===== config.mk =====
export PLATFORM = sky130hd
export DESIGN_NAME = conv3x3_mac
export DESIGN_NICKNAME = d
export VERILOG_FILES = /design/src/rtl/conv3x3_mac.sv
export SDC_FILE = /design/constraint.sdc
export NUM_CORES = 2
export LEC_CHECK = 0
export BUFFER_PORTS_ARGS = -buffer_cell sky130_fd_sc_hd__buf_2
export CAP_MARGIN = 20
export CELL_PAD_IN_SITES_DETAIL_PLACEMENT = 1
export CELL_PAD_IN_SITES_GLOBAL_PLACEMENT = 1
export CORE_MARGIN = 8
export CORE_UTILIZATION = 51
export DETAILED_ROUTE_END_ITERATION = 7
export GPL_TIMING_DRIVEN = 0
export PLACE_DENSITY = 0.87
export SLEW_MARGIN = 20
export SYNTH_ARGS = -nofsm -noshare
export SYNTH_HDL_FRONTEND = slang
export SYNTH_SLANG_ARGS = --single-unit
export TNS_END_PERCENT = 5

===== constraint.sdc =====
create_clock -name clk -period 14.7 [get_ports clk]
set_clock_uncertainty 0.05 [all_clocks]
set_input_delay 0.735 -clock clk [delete_from_list [all_inputs] [get_ports clk]]
set_output_delay 0.735 -clock clk [all_outputs]
set_load 0.05 [all_outputs]

===== src/rtl/conv3x3_mac.sv =====
// conv3x3_mac: 3x3 signed-kernel MAC over unsigned pixel windows, shift/saturate, pack 4 bytes/word.
// Define CONV_RELU_EN for unsigned ReLU clamping (0x00..0xFF); default is signed saturation (0x80..0x7F).
module conv3x3_mac #(
  parameter int SHIFT      = 4,
  parameter int PIPE_SUM_W = 21
) (
  input  logic        clk,
  input  logic        rst,
  input  logic        w_load_en,
  input  logic [31:0] w_data,
  output logic        w_ready,
  input  logic        in_valid,
  input  logic        in_last,
  input  logic [23:0] x_top,
  input  logic [23:0] x_mid,
  input  logic [23:0] x_bot,
  output logic [31:0] out_word,
  output logic        out_word_valid,
  output logic        out_row_done,
  output logic        busy
);

  localparam int PROD_W = 17;

`ifdef CONV_RELU_EN
  localparam logic signed [PIPE_SUM_W-1:0] SUM_ZERO   = PIPE_SUM_W'(0);
  localparam logic signed [PIPE_SUM_W-1:0] SUM_U8_MAX = PIPE_SUM_W'(255);
`else
  localparam logic signed [PIPE_SUM_W-1:0] SUM_S8_MIN = PIPE_SUM_W'(-128);
  localparam logic signed [PIPE_SUM_W-1:0] SUM_S8_MAX = PIPE_SUM_W'(127);
`endif

  // Unsigned pixel times signed weight; both widened to the product width first.
  function automatic logic signed [PROD_W-1:0] mul_px(input logic [7:0] px, input logic [7:0] wt);
    logic signed [PROD_W-1:0] a;
    logic signed [PROD_W-1:0] b;
    a = {{(PROD_W-8){1'b0}}, px};
    b = {{(PROD_W-8){wt[7]}}, wt};
    return a * b;
  endfunction

  function automatic logic signed [PIPE_SUM_W-1:0] sext(input logic signed [PROD_W-1:0] p);
    return {{(PIPE_SUM_W-PROD_W){p[PROD_W-1]}}, p};
  endfunction

  function automatic logic [7:0] sat_byte(input logic signed [PIPE_SUM_W-1:0] v);
    logic [7:0] b;
`ifdef CONV_RELU_EN
    if (v < SUM_ZERO) begin
      b = 8'h00;
    end else if (v > SUM_U8_MAX) begin
      b = 8'hFF;
    end else begin
      b = v[7:0];
    end
`else
    if (v < SUM_S8_MIN) begin
      b = 8'h80;
    end else if (v > SUM_S8_MAX) begin
      b = 8'h7F;
    end else begin
      b = v[7:0];
    end
`endif
    return b;
  endfunction

  logic [7:0]                    k_r [9];
  logic [1:0]                    w_count_r;
  logic                          w_ready_r;
  logic [71:0]                   x_all_s;
  logic signed [PROD_W-1:0]      prod_s [9];
  logic                          s1_v_r;
  logic                          s1_last_r;
  logic signed [PROD_W-1:0]      s1_prod_r [9];
  logic signed [PIPE_SUM_W-1:0]  row_sum_s [3];
  logic                          s2_v_r;
  logic                          s2_last_r;
  logic signed [PIPE_SUM_W-1:0]  s2_row_r [3];
  logic signed [PIPE_SUM_W-1:0]  total_s;
  logic signed [PIPE_SUM_W-1:0]  shifted_s;
  logic                          s3_v_r;
  logic                          s3_last_r;
  logic [7:0]                    s3_byte_r;
  logic [1:0]                    pk_idx_r;
  logic [31:0]                   pk_word_r;
  logic [31:0]                   ins_word_s;
  logic [31:0]                   merged_s;
  logic                          flush_s;
  logic [31:0]                   out_word_r;
  logic                          out_word_valid_r;
  logic                          out_row_done_r;
  logic                          unused_s;

  assign unused_s = ^w_data[31:24];

  // Kernel row write port: rows fill 0,1,2 then wrap; ready only after a full set.
  always_ff @(posedge clk or posedge rst) begin
    if (rst) begin
      for (int i = 0; i < 9; i++) k_r[i] <= 8'h00;
      w_count_r <= 2'd0;
      w_ready_r <= 1'b0;
    end else if (w_load_en) begin
      case (w_count_r)
        2'd0: begin
          k_r[0] <= w_data[7:0];
          k_r[1] <= w_data[15:8];
          k_r[2] <= w_data[23:16];
        end
        2'd1: begin
          k_r[3] <= w_data[7:0];
          k_r[4] <= w_data[15:8];
          k_r[5] <= w_data[23:16];
        end
        2'd2: begin
          k_r[6] <= w_data[7:0];
          k_r[7] <= w_data[15:8];
          k_r[8] <= w_data[23:16];
        end
        default: begin
          k_r[0] <= k_r[0];
        end
      endcase
      w_count_r <= (w_count_r == 2'd2) ? 2'd0 : w_count_r + 2'd1;
      w_ready_r <= (w_count_r == 2'd2);
    end
  end

  // Nine products; pixel i and weight i share the same row-major position.
  always_comb begin
    x_all_s = {x_bot, x_mid, x_top};
    for (int i = 0; i < 9; i++) begin
      prod_s[i] = mul_px(x_all_s[8*i +: 8], k_r[i]);
    end
  end

  // S1 register: products are frozen here, so later kernel writes do not affect this window.
  always_ff @(posedge clk or posedge rst) begin
    if (rst) begin
      s1_v_r    <= 1'b0;
      s1_last_r <= 1'b0;
      for (int i = 0; i < 9; i++) s1_prod_r[i] <= '0;
    end else begin
      s1_v_r    <= in_valid;
      s1_last_r <= in_valid & in_last;
      if (in_valid) begin
        for (int i = 0; i < 9; i++) s1_prod_r[i] <= prod_s[i];
      end
    end
  end

  // Per-row sums of the three products.
  always_comb begin
    for (int r = 0; r < 3; r++) begin
      row_sum_s[r] = sext(s1_prod_r[3*r]) + sext(s1_prod_r[3*r+1]) + sext(s1_prod_r[3*r+2]);
    end
  end

  // S2 register.
  always_ff @(posedge clk or posedge rst) begin
    if (rst) begin
      s2_v_r    <= 1'b0;
      s2_last_r <= 1'b0;
      for (int r = 0; r < 3; r++) s2_row_r[r] <= '0;
    end else begin
      s2_v_r    <= s1_v_r;
      s2_last_r <= s1_last_r;
      if (s1_v_r) begin
        for (int r = 0; r < 3; r++) s2_row_r[r] <= row_sum_s[r];
      end
    end
  end

  // Window total, arithmetic shift (floor), then saturation.
  always_comb begin
    total_s   = s2_row_r[0] + s2_row_r[1] + s2_row_r[2];
    shifted_s = total_s >>> SHIFT;
  end

  // S3 register holds the final byte and its end-of-row tag.
  always_ff @(posedge clk or posedge rst) begin
    if (rst) begin
      s3_v_r    <= 1'b0;
      s3_last_r <= 1'b0;
      s3_byte_r <= 8'h00;
    end else begin
      s3_v_r    <= s2_v_r;
      s3_last_r <= s2_last_r;
      if (s2_v_r) begin
        s3_byte_r <= sat_byte(shifted_s);
      end
    end
  end

  // Merge the S3 byte into the partial word at the current lane.
  always_comb begin
    ins_word_s = {24'h000000, s3_byte_r} << {pk_idx_r, 3'b000};
    merged_s   = pk_word_r | ins_word_s;
    flush_s    = s3_v_r & ((pk_idx_r == 2'd3) | s3_last_r);
  end

  // Packer: emit on the fourth byte or on a row-ending byte; unfilled lanes stay zero.
  always_ff @(posedge clk or posedge rst) begin
    if (rst) begin
      pk_idx_r         <= 2'd0;
      pk_word_r        <= 32'h0000_0000;
      out_word_r       <= 32'h0000_0000;
      out_word_valid_r <= 1'b0;
      out_row_done_r   <= 1'b0;
    end else begin
      out_word_valid_r <= 1'b0;
      out_row_done_r   <= 1'b0;
      if (flush_s) begin
        out_word_r       <= merged_s;
        out_word_valid_r <= 1'b1;
        out_row_done_r   <= s3_last_r;
        pk_word_r        <= 32'h0000_0000;
        pk_idx_r         <= 2'd0;
      end else if (s3_v_r) begin
        pk_word_r <= merged_s;
        pk_idx_r  <= pk_idx_r + 2'd1;
      end
    end
  end

  assign w_ready        = w_ready_r;
  assign out_word       = out_word_r;
  assign out_word_valid = out_word_valid_r;
  assign out_row_done   = out_row_done_r;
  assign busy           = s1_v_r | s2_v_r | s3_v_r | (pk_idx_r != 2'd0);

endmodule

==> impl_results.rst <==
.. list-table::
   :header-rows: 1

   * - Metric
     - Value
   * - Synth async-reset ratio
     - 1.00
   * - Gp weighted congestion
     - 0.873
   * - 1st-pass router iterations
     - 5
   * - Non-filler instance count after layout
     - approximately 5000
   * - Post-Syn Area
     - approximately 0.037 mm2
   * - Min Clock Period, post-route
     - 6000 ps
   * - Run status
     - completed
   * - Portion of the clock cycle consumed by the worst path in the final layout
     - 0.408
   * - Number of port buffers
     - approximately 140
   * - CP startpoint kind
     - flop
   * - Multi-input gate area in the final layout
     - around 0.025 mm2
   * - Starting utilization of the core area
     - 0.515
   * - Fmax
     - approximately 0.17 GHz
   * - Layout Area Growth over Synthesis
     - 9.60%
   * - Worst-case clock buffer depth
     - 3
   * - Post-cts resize count
     - 0
   * - Site Rows
     - 98
   * - Final core utilization
     - 0.565
   * - Share of layout cells above drive strength 1
     - 0.113
   * - DR iter-0 viols
     - roughly 1900
   * - Max-Cap Viols
     - 0
   * - Signal arrival time at the worst endpoint
     - between 6000 and 7000 ps
   * - Type of the worst setup path
     - reg2reg
   * - Hold bufs inserted after CTS
     - 0
   * - Final routed wire length divided by cell count
     - roughly 25 um
   * - Num ports
     - 145
   * - Total global-route track usage
     - 0.297
   * - Count of clock tree sinks
     - about 370
   * - Number of routed nets with antenna violations
     - 0
   * - Clock tree from TritonCTS
     - done
   * - Kind of end point of the critical path
     - flop
   * - Buffer count from post-CTS setup fixing
     - 0
   * - Global-route congestion overflow total
     - 0
   * - Critical register-to-register path startpoint
     - k_r[2]$_DFFE_PP0P_
   * - Maximum number of pins on one net before global-route repair
     - 112
   * - Fillers
     - roughly 8000
   * - Floorplan core area
     - ~0.072 mm2
   * - Endpoint of the lowest-slack register-to-register path
     - s1_prod_r[16]$_DFFE_PP0P_
   * - Sum of routed wire length over all layers
     - 120 mm
   * - Data required time at the worst endpoint
     - 15080 ps
   * - H-tree levels
     - 2
   * - Final setup viols
     - 0
   * - Count of mapped cells out of synthesis
     - roughly 3700
   * - Synthesis Warnings
     - 0
   * - Placed cell count
     - 4817
   * - Synthesized area per cell
     - about 9.9 um2
   * - Library cells used by synthesis
     - 67
   * - Final routed DRC violation total
     - 0
   * - Hold violation count in the final report
     - 0
   * - Die Footprint
     - 0.0812 mm2
   * - Most instantiated flip-flop cell in the synthesis netlist
     - dfrtp_1
   * - Number of nets produced by synthesis
     - ~4700
   * - First-pass GRT wire length
     - 190 mm
   * - Routed vias
     - roughly 29000
   * - Fin. max-slew vios
     - 0
   * - Path depth of the worst reg2reg path
     - 18
   * - Unrepaired setup endpoints after global routing
     - false
   * - TritonCTS buffer count
     - 43
   * - Clock latency of the later-clocked register in the worst-skew pair
     - roughly 610 ps
   * - Post-synthesis sequential element count
     - between 300 and 400
   * - DIE HEIGHT
     - about 290 um
   * - Tightest Pin Transition
     - approximately 1200 ps
   * - Register area share after synthesis
     - 0.249
   * - Area taken by flip-flops and latches
     - 0.00918 mm2
   * - Count of flip-flops with a built-in enable after synthesis
     - 0
   * - Count of nets after finishing
     - 4885
   * - Die width
     - 285 um
   * - Slew HR
     - 0.176
   * - Reg-to-reg setup timing slack
     - around 8700 ps
   * - Maximum fanout along the worst path
     - 9
   * - Hpwl dp
     - roughly 90 mm
   * - Via count of the first global-routing pass
     - approximately 33000
   * - Type of the worst min-delay path
     - in2async
   * - Antenna violations before repair
     - 6
   * - Mean number of vias per cell
     - 5.85
   * - Clock transition time at the flip-flop clock pins of the worst setup and hold paths
     - 70 ps
   * - Root Driver
     - clkbuf_16
final cells by class:
type	count	area share
Timing Repair Buffer	139	0.0189
Sequential cell	367	0.227
Clock buffer	56	0.0305
Inverter	597	0.0556
Antenna cell	3	0.000186
Multi-Input combinational cell	2659	0.620
Tap cell	950	0.0294
Buffer	105	0.00981
Clock inverter	24	0.00829
sequential cells by signal, indices dropped and copies added (netlist names), 2 cells and up:
name and flops:
s3_byte_r 8, out_word 32, pk_word_r 32, s2_row_r 57, k_r 72, w_count_r 2, s1_prod_r 153, pk_idx_r 2
cell usage after synthesis (5+ instances only):
library cell / count / area (um2)
a21boi_0: 24 / 180
a21o_1: 43 / 323
a21oi_1: 114 / 571
a221o_1: 8 / 80.1
a31o_2: 5 / 43.8
a31oi_1: 34 / 213
and2_1: 245 / 1530
and3_1: 9 / 56.3
buf_1: 11 / 41.3
clkbuf_1: 94 / 353
dfrtp_1: 367 / 9180
fa_1: 405 / 8110
ha_1: 459 / 5740
inv_1: 596 / 2240
mux2_2: 205 / 2310
nand2_1: 357 / 1340
nand2b_1: 67 / 419
nand3_1: 26 / 130
nor2_1: 180 / 676
nor2b_1: 28 / 175
nor3_1: 57 / 285
o211ai_1: 6 / 45.0
o21a_1: 14 / 105
o21ai_0: 129 / 646
o21ai_1: 7 / 35.0
o21bai_1: 6 / 45.0
o31a_1: 9 / 78.8
o41ai_1: 19 / 166
or3_1: 7 / 43.8
xnor2_1: 134 / 1170
logic make-up (layout without fill, tap and decap cells):
| logic type | after synthesis | in the layout | share of synthesized area |
|---|---|---|---|
| multiplexers | 207 | 207 | 0.0631 |
| AND/OR/NAND/NOR | 1000 | 1000 | 0.132 |
| other | 0 | 3 | 0 |
| buffers and inverters | 702 | 921 | 0.0714 |
| adder cells (fa/ha/maj) | 864 | 864 | 0.375 |
| AO/OA/AOI/OAI | 452 | 452 | 0.0773 |
| flip-flops | 367 | 367 | 0.249 |
| XOR/XNOR | 136 | 136 | 0.0323 |
critical path: stages, from the launching register on:
cell and delay [ps]:
dfrtp_1 330, clkbuf_1 500, nand2_1 180, fa_1 500, fa_1 480, fa_1 510, fa_1 510, inv_1 40
ha_1 330, nor2b_1 160, o21ai_0 340, a21boi_0 270, o21ai_0 330, a21boi_0 210, o21ai_0 280, a21oi_1 130
o41ai_1 340, xnor2_1 240, a21oi_1 120
per-stage QoR:
stage,cell area [um2],worst slack [ps],setup TNS (ps),hold slack [ps]
after floorplan,36900,3730,0,281
after global placement,38800,-443,-152100,283
after detailed placement,38900,8920,0,295
after CTS,40400,8760,0,122
after global routing,40400,8460,0,158
final,40500,8700,0,114
how the worst max path moves through the flow:
stage | startpoint | end | slack [ps]
finish | k_r[2]$_DFFE_PP0P_ | s1_prod_r[16]$_DFFE_PP0P_ | 8700
global route | k_r[50]$_DFFE_PP0P_ | s1_prod_r[118]$_DFFE_PP0P_ | 8460
CTS | k_r[2]$_DFFE_PP0P_ | s1_prod_r[16]$_DFFE_PP0P_ | 8760
detailed placement | x_top[19] | s1_prod_r[118]$_DFFE_PP0P_ | 8920
global placement | rst | k_r[55]$_DFFE_PP0P_ | -440
floorplan | rst | k_r[0]$_DFFE_PP0P_ | 3730
cells in the final DEF (no fill, tap or decap), types with 19 or more instances in the layout:
master     count
a21boi_0      24
clkbuf_16     43
nor2_1       180
fa_1         405
dfrtp_1      367
a21o_1        43
a31oi_1       34
buf_2        136
nor3_1        56
a21oi_1      114
nand2b_1      67
mux2_2       205
ha_1         459
nand2_1      357
clkbuf_1      95
o21ai_0      129
and2_1       245
o41ai_1       19
nand3_1       26
nor2b_1       28
inv_1        595
xnor2_1      134
metal layers:
| metal | global-route usage | wire (um) | vias to the layer above |
|---|---|---|---|
| met5 | 0 | 15 | - |
| met4 | 0.167 | 7680 | 2 |
| li1 | - | - | 12400 |
| met2 | 0.511 | 59200 | 1123 |
| met3 | 0.0651 | 8030 | 445 |
| met1 | 0.341 | 45200 | 14700 |
Power is left out: the tool's default activity adds up to more than one toggle a clock period on the data nets, which glitch-free logic cannot reach.
